--- src/rtl/alu_iterative_if.sv ---
// Request/result bundle between the ID/EX stage and the iterative execute-stage ALU.
// Latency: none; this interface only groups wires.
// Backpressure: busy_o tells the requester to hold off; start_i is ignored while it is high.
//
// Ports (master = requester, slave = ALU):
//   start_i, ALUCtrl_i, data1_i, data2_i : request side, driven by the master
//   data_o, zero_o, done_o, busy_o       : result side, driven by the slave
interface alu_iterative_if #(
  parameter int WIDTH = 32
);
  logic             start_i;
  logic [2:0]       ALUCtrl_i;
  logic [WIDTH-1:0] data1_i;
  logic [WIDTH-1:0] data2_i;
  logic [WIDTH-1:0] data_o;
  logic             zero_o;
  logic             done_o;
  logic             busy_o;

  modport master (
    output start_i, ALUCtrl_i, data1_i, data2_i,
    input  data_o, zero_o, done_o, busy_o
  );

  modport slave (
    input  start_i, ALUCtrl_i, data1_i, data2_i,
    output data_o, zero_o, done_o, busy_o
  );
endinterface

--- src/rtl/alu_iterative.sv ---
// Execute-stage ALU: add/sub/and/or in one cycle, mul as a WIDTH-step shift-add loop.
// Latency: 1 edge for add/sub/and/or/unused codes, WIDTH+1 edges for mul; done_o pulses once.
// Backpressure: busy_o is high during mul; start_i is dropped (not queued) while busy.
//
// Ports:
//   clk_i : clock, rising edge
//   rst_i : synchronous active-high reset, overrides everything including a running mul
//   bus   : slave side of alu_iterative_if (request operands/code, registered result/flags)
module alu_iterative #(
  parameter int WIDTH = 32
) (
  input  logic           clk_i,
  input  logic           rst_i,
  alu_iterative_if.slave bus
);

  localparam int CW = (WIDTH > 1) ? $clog2(WIDTH) : 1;

  localparam logic [2:0] OP_ADD = 3'b010;
  localparam logic [2:0] OP_SUB = 3'b110;
  localparam logic [2:0] OP_AND = 3'b000;
  localparam logic [2:0] OP_OR  = 3'b001;
  localparam logic [2:0] OP_MUL = 3'b100;

  typedef enum logic {
    ST_IDLE = 1'b0,
    ST_MUL  = 1'b1
  } state_t;

  state_t           state;
  state_t           state_nxt;

  logic [WIDTH-1:0] mcand;
  logic [WIDTH-1:0] mplier;
  logic [WIDTH-1:0] acc;
  logic [CW-1:0]    cnt;

  logic [WIDTH-1:0] data_q;
  logic             zero_q;
  logic             done_q;

  logic             busy;
  logic             last_step;
  logic [WIDTH-1:0] acc_step;
  logic [WIDTH-1:0] op_res;

  // State register
  always_ff @(posedge clk_i) begin
    if (rst_i) begin
      state <= ST_IDLE;
    end else begin
      state <= state_nxt;
    end
  end

  // Next-state logic
  always_comb begin
    state_nxt = state;
    case (state)
      ST_IDLE: begin
        if (bus.start_i && (bus.ALUCtrl_i == OP_MUL)) begin
          state_nxt = ST_MUL;
        end
      end
      ST_MUL: begin
        if (last_step) begin
          state_nxt = ST_IDLE;
        end
      end
      default: state_nxt = ST_IDLE;
    endcase
  end

  // Output / datapath combinational logic
  always_comb begin
    busy      = (state == ST_MUL);
    last_step = (cnt == CW'(WIDTH - 1));
    // The final iteration's add must be folded into the written result,
    // so the result path takes the post-add value rather than acc itself.
    acc_step  = mplier[0] ? (acc + mcand) : acc;
    case (bus.ALUCtrl_i)
      OP_ADD:  op_res = bus.data1_i + bus.data2_i;
      OP_SUB:  op_res = bus.data1_i - bus.data2_i;
      OP_AND:  op_res = bus.data1_i & bus.data2_i;
      OP_OR:   op_res = bus.data1_i | bus.data2_i;
      default: op_res = '0;
    endcase
  end

  // Datapath and result registers
  always_ff @(posedge clk_i) begin
    if (rst_i) begin
      mcand  <= '0;
      mplier <= '0;
      acc    <= '0;
      cnt    <= '0;
      data_q <= '0;
      zero_q <= 1'b0;
      done_q <= 1'b0;
    end else begin
      done_q <= 1'b0;
      case (state)
        ST_IDLE: begin
          if (bus.start_i) begin
            if (bus.ALUCtrl_i == OP_MUL) begin
              mcand  <= bus.data1_i;
              mplier <= bus.data2_i;
              acc    <= '0;
              cnt    <= '0;
            end else begin
              data_q <= op_res;
              zero_q <= (op_res == '0);
              done_q <= 1'b1;
            end
          end
        end
        ST_MUL: begin
          acc    <= acc_step;
          mcand  <= mcand << 1;
          mplier <= mplier >> 1;
          cnt    <= cnt + CW'(1);
          if (last_step) begin
            data_q <= acc_step;
            zero_q <= (acc_step == '0);
            done_q <= 1'b1;
          end
        end
        default: ;
      endcase
    end
  end

  assign bus.data_o = data_q;
  assign bus.zero_o = zero_q;
  assign bus.done_o = done_q;
  assign bus.busy_o = busy;

endmodule

--- src/flat_wrapper.sv ---
// flat-port wrapper written by rule: the top's interface ports become plain ports
module alu_iterative_flat 
#(
  parameter int WIDTH = 32
)
  (clk_i, rst_i, bus_start_i, bus_ALUCtrl_i, bus_data1_i, bus_data2_i, bus_data_o, bus_zero_o, bus_done_o, bus_busy_o);
  alu_iterative_if #(.WIDTH(WIDTH)) bus_i ();
  input  logic clk_i;
  input  logic rst_i;
  input wire logic [$bits(bus_i.start_i)-1:0] bus_start_i;
  input wire logic [$bits(bus_i.ALUCtrl_i)-1:0] bus_ALUCtrl_i;
  input wire logic [$bits(bus_i.data1_i)-1:0] bus_data1_i;
  input wire logic [$bits(bus_i.data2_i)-1:0] bus_data2_i;
  output wire logic [$bits(bus_i.data_o)-1:0] bus_data_o;
  output wire logic [$bits(bus_i.zero_o)-1:0] bus_zero_o;
  output wire logic [$bits(bus_i.done_o)-1:0] bus_done_o;
  output wire logic [$bits(bus_i.busy_o)-1:0] bus_busy_o;
  assign bus_i.start_i = bus_start_i;
  assign bus_i.ALUCtrl_i = bus_ALUCtrl_i;
  assign bus_i.data1_i = bus_data1_i;
  assign bus_i.data2_i = bus_data2_i;
  assign bus_data_o = bus_i.data_o;
  assign bus_zero_o = bus_i.zero_o;
  assign bus_done_o = bus_i.done_o;
  assign bus_busy_o = bus_i.busy_o;
  alu_iterative #(.WIDTH(WIDTH)) u_core (.clk_i(clk_i), .rst_i(rst_i), .bus(bus_i));
endmodule
--- config.mk ---
export PLATFORM = sky130hd
export DESIGN_NAME = alu_iterative_flat
export DESIGN_NICKNAME = d
export VERILOG_FILES = /design/src/rtl/alu_iterative_if.sv /design/src/rtl/alu_iterative.sv /design/src/flat_wrapper.sv
export SDC_FILE = /design/constraint.sdc
export NUM_CORES = 1
export LEC_CHECK = 0
export ABC_AREA = 1
export CAP_MARGIN = 20
export CORE_AREA = 2 2 206 208
export CTS_BUF_LIST = sky130_fd_sc_hd__clkbuf_4
export CTS_CLUSTER_DIAMETER = 40
export DETAILED_ROUTE_END_ITERATION = 7
export DIE_AREA = 0 0 208 210
export GPL_ROUTABILITY_DRIVEN = 0
export PLACE_DENSITY_LB_ADDON = 0.25
export SETUP_SLACK_MARGIN = 0.05
export SLEW_MARGIN = 0
export SYNTH_ARGS = -nofsm -noshare
export SYNTH_HDL_FRONTEND = slang
export SYNTH_SLANG_ARGS = --single-unit
--- constraint.sdc ---
create_clock -name clk_i -period 4.8 [get_ports clk_i]
set_input_delay 1.2 -clock clk_i [delete_from_list [all_inputs] [get_ports clk_i]]
set_output_delay 1.2 -clock clk_i [all_outputs]
set_load 0.02 [all_outputs]
Word level (Yosys, flattened, before mapping)
Index checks and enable logic that the tools add are counted.
{ "classes": {"n_bitwise": 3, "n_eq_ne": 9, "reduce_logical": 6, "add_sub_neg": 4, "n_mux": 29} }
{ "op_table": {"columns": ["op", "n"], "rows": [
  ["$mux W32", 10],
  ["$pmux W32 S2", 4],
  ["$pmux W32 S4", 1],
  ["$add A32 B32 Y32", 2],
  ["$logic_not A32 Y1", 2],
  ["$and A32 B32 Y32", 1],
  ["$or A32 B32 Y32", 1],
  ["$sub A32 B32 Y32", 1],
  ["$mux W5", 2],
  ["$pmux W5 S2", 1],
  ["$mux W1", 8],
  ["$eq A3 B3 Y1 const B", 2],
  ["$ne A2 B2 Y1 const B", 3],
  ["$pmux W1 S2", 3],
  ["$add A5 B1 Y5 const B", 1],
  ["$eq A5 B5 Y1 const B", 1],
  ["$eq A3 B1 Y1 const B", 1],
  ["$eq A3 B2 Y1 const B", 1],
  ["$logic_not A3 Y1", 1],
  ["$reduce_and A3 Y1", 1],
  ["$ne A2 B1 Y1 const B", 1],
  ["$reduce_and A2 Y1", 1],
  ["$logic_and A1 B1 Y1", 1],
  ["$not A1 Y1", 1]
]} }
{ "totals": {"output_inout_bits": 35, "input_bits": 70, "register_bits": 136} }

Depth between registers and ports, before layout
{ "depth": {"depth_word": 6, "depth_mapped": 30, "mapped_depth_nobuf": 30} }

Worst setup path after synthesis
OpenSTA, ideal clock, no wires.
{ "synth_path": {"path_type": "input -> register", "startpoint": "in bus_data2_i[1]", "endpoint": "reg u_core.zero_q (netlist: u_core.bus.zero_o)", "setup_ps": 109, "arrival_ps": 3952, "path_buffers": 0, "path_slack_ps": 739, "required_ps": 4691, "cell_stages": 27, "path_cell_list": "inv_1 ha_1 nand2_1 nor3_2 nand3_2 nor3_4 nand4_1 nor4_1 nor2_1 a21oi_1 xor2_1 ha_1 a21oi_1 a21boi_0 nand2_1 a21oi_1 nand2_1 nand2_1 nand3_1 nand2_1 inv_1 nand3_1 nor2_1 nand2_1 nand3_1 nand2_1 inv_1"} }
{ "synth_between": {"elab_chain_len": 6} }
{ "synth_lines": {"columns": ["item", "line", "source"], "rows": [
  ["from (decl)", "flat_wrapper.sv:13", "input wire logic [$bits(bus_i.data2_i)-1:0] bus_data2_i;"],
  ["$sub A32 B32 Y32 (tied with other cells)", "alu_iterative.sv:83", "OP_SUB: op_res = bus.data1_i - bus.data2_i;"],
  ["$pmux W32 S4 (*)", "alu_iterative.sv:81", "case (bus.ALUCtrl_i)"],
  ["$logic_not A32 Y1 (*)", "alu_iterative.sv:112", "zero_q <= (op_res == '0);"],
  ["$mux W1 (*)", "alu_iterative.sv:105", "if (bus.ALUCtrl_i == OP_MUL) begin"],
  ["$mux W1 (*)", "alu_iterative.sv:104", "if (bus.start_i) begin"],
  ["$pmux W1 S2 (*)", "alu_iterative.sv:102", "case (state)"],
  ["to (signal assigned)", "alu_iterative.sv:112", null],
  ["to (signal assigned)", "alu_iterative.sv:124", "zero_q <= (acc_step == '0);"],
  ["to (decl)", "alu_iterative.sv:39", "logic zero_q;"]
]} }
Every way passes the cells marked *; elsewhere a longest branch is shown, timed or not. The select of a mux whose other input is x is not followed.
A chain may end at the register's enable or synchronous reset.

Worst setup path after layout
{ "layout_path": {"startpoint": "in bus_data2_i[3]", "endpoint": "reg u_core.zero_q (netlist: u_core.bus.zero_o)"} }
The elaborated chain is that of the path after synthesis.

==> impl_metrics.tcl <==
set metrics [dict create \
    ys_types 48 \
    initial_core_util 0.298 \
    ir_worst_vdd_mv 0.132 \
    swShare 0.390 \
    yosysWarnings 0 \
    ant_nets 0 \
    layout.nets 2510 \
    post-route-period-util 0.954 \
    portBuffers 104 \
    power_frac_clock 0.258 \
    whs_ns 0.482 \
    reg2reg_from "u_core.mcand[0]" \
    placed_area_um2 14800 \
    drv_slew 0 \
    p_seq_frac 0.387 \
    grt_max_degree 99 \
    rrSetupSlack_ns 1.83 \
    clockBufferDepth 2 \
    pwr-share-comb 0.356 \
    drt-total-wl_mm 46.2 \
    cellInternalPower_uw 1900 \
    layout_commonest_cell "nand2_1" \
    clk_pin_slew_worst_paths_ns 0.14 \
    ctsHoldBuffers 0 \
    timing.rr.end "u_core.bus.zero_o" \
    n_fill_cell 4599 \
    grt_pass1_wl_mm 73.1 \
    route.detailed.drc 0 \
    die_h_um 210 \
    drtPass1Iterations 5 \
    hold_depth 2 \
    max_freq_ghz 0.218 \
    crit_arrival_ns 5.18 \
    critPathBufInv 3 \
    worstMarginPinSlew_ns 1.06 \
    synth.avg_cell_area_um2 5.68 \
    period_minus_slack_ns 4.58 \
    holdCritPathClass "flip-flop to flip-flop" \
    syn_to_final_growth_pct 24.5 \
    dp_hpwl_mm 36.6 \
    powerDensity_nw_per_um2 202 \
    via_per_inst 4.86 \
    hp-start "u_core.mplier[10]" \
    synth_seq_cells 136 \
    p_leak_uw 0.00756 \
    core_area_um2 41500 \
    critPathMaxFanout 4 \
    status "finished clean" \
    final-hold-violation-count 0 \
    netlist_area_um2 12400 \
    clock-sinks 136 \
    stdcell_count 2926 \
    core.rowCount 75 \
    worstSetupStartpointType "input port" \
    clk_latency_ns 0.64 \
    fin_skew_ns 0.0166 \
    slowest_stage "clkdlybuf4s50_1" \
    rr_worst_depth 17 \
    ioPinCount 105 \
    switchingPower_uw 1210 \
    final_area_um2 15400 \
    antenna_found_initial 2 \
    setup_violations 0 \
    initialDrtViolationCount 985 \
    cp_common_cell "nand2_1" \
    layout_common_cells "nand2_1 (848), inv_1 (309), buf_4 (140)" \
    synth_cells 2176 \
    cts_root_buf "clkbuf_4" \
    maxSlewHeadroom 0.294 \
    grt.overflow.total 0 \
    die_w_um 208 \
    drive_above_1_share 0.109 \
    cap_violations 0 \
    wl_per_cell_um 15.8 \
    fin_util 0.371 \
    synthesis.nets 2315 \
    min_to "u_core.mplier[10]" \
    htree_levels 4 \
    cpPeakStageDelay_ns 0.50 \
    cts_tree "built" \
    required_ns 5.40 \
    crit_family "simple AND/OR/NAND/NOR gates" \
    grt_pass1_vias 13548 \
    die_area_um2 43700 \
    grt_util_all_layers 0.209 \
    finalPower_uw 3110 \
    crit_path_end_kind "flip-flop" \
    placed_cells 2885 \
    ys_seq_area_frac 0.220 \
    num_vias 14234 \
    crit_type "input port to flip-flop" \
    cts_buffers 17 \
]
==> tightest hold or removal path, delay by kind of cell, from the launching register on <==
family	cells	cell delay, ns
AND/OR/NAND/NOR	1	0.06
flip-flops	1	0.33
AO/OA/AOI/OAI	1	0.06
==> cell usage after synthesis, drive strengths merged <==
library cell  count  area [um2]
a21boi            1        7.51
dfxtp           136        2720
a21oi           112         568
o22ai             1        6.26
nand4            22         138
o21ai            62         318
a41oi             1        8.76
nor2            156         606
nand3           144         741
maj3             21         210
and2              2        12.5
inv             315        1180
nand3b           16         120
ha               67         838
o311a             1        10.0
a22oi             5        37.5
nor4              5        37.5
o21bai           10        75.1
nor3             23         131
a211oi            2        15.0
a21o              1        7.51
nand2           863        3260
o211ai           15         113
clkbuf           47         176
fa                2        40.0
a31oi            62         388
buf              23         113
o41ai             1        8.76
xor2             25         219
clkinv            1        3.75
o31ai             2        15.0
or2              18         113
o21a              1        7.51
xnor2            13         114
==> what timing repair did <==
item                       in CTS  in global routing
setup buffers                   0                  5
resized for setup               0                 56
setup endpoints to repair       0                  9
==> sequential cells by signal (all words and copies together) (netlist names) <==
name,cells
u_core.acc,32
u_core.bus.data_o,32
u_core.mcand,32
u_core.mplier,32
u_core.cnt,5
u_core.bus.busy_o,1
u_core.bus.done_o,1
u_core.bus.zero_o,1
==> worst max-delay path by stage <==
| stage | start | endpoint | cells past startpoint |
|---|---|---|---|
| 2_1_floorplan | bus_data2_i[1] | u_core.bus.zero_o | 27 |
| 3_3_place_gp | bus_data2_i[1] | u_core.bus.zero_o | 28 |
| 3_5_place_dp | bus_data2_i[1] | u_core.bus.zero_o | 25 |
| 4_1_cts | bus_data2_i[1] | u_core.bus.zero_o | 25 |
| 5_1_grt | bus_data2_i[3] | u_core.bus.zero_o | 27 |
| 6_report | bus_data2_i[3] | u_core.bus.zero_o | 27 |
==> power by group through the flow <==
stage               combinational, uW  sequential, uW  clock, uW
detailed placement               1050            1230          0
global placement                 1050            1230          0
floorplan                         558            1240          0
global route                     1220            1210        867
CTS                              1060            1200        823
finish                           1110            1200        802
==> cell type report <==
type | count | area, um2 | area share
clock inverter | 14 | 138 | 0.00894
timing repair buffer | 246 | 2160 | 0.140
tap | 539 | 674 | 0.0438
inverter | 316 | 1190 | 0.0771
sequential | 136 | 2730 | 0.177
antenna | 3 | 7.51 | 0.000488
clock buffer | 18 | 135 | 0.00878
multi-input combinational | 1654 | 8370 | 0.544
==> cell families after synthesis <==
kind of cell,Yosys count,share of synthesized area
compound gates,277,0.128
buf+inv,386,0.119
simple gates,1249,0.417
fa+ha+maj,90,0.0881
xor+xnor,38,0.0269
flops,136,0.220
==> routing by layer <==
| metal | vias up | share of wire | global-route usage |
|---|---|---|---|
| met5 | - | 0 | 0 |
| met4 | 0 | 0.031 | 0.0719 |
| met3 | 66 | 0.033 | 0.0177 |
| met2 | 323 | 0.48 | 0.371 |
| met1 | 6546 | 0.45 | 0.266 |
| li1 | 7299 | - | - |
==> metrics by stage <==
stage	setup TNS, ns	setup WS (ns)
2_1_floorplan	0	0.739
3_5_place_dp	-4.18	-0.441
6_report	0	0.220
3_3_place_gp	-3.36	-0.431
5_1_grt	-0.157	-0.0975
4_1_cts	0	0.237
Power figures use the tool's default switching activity.
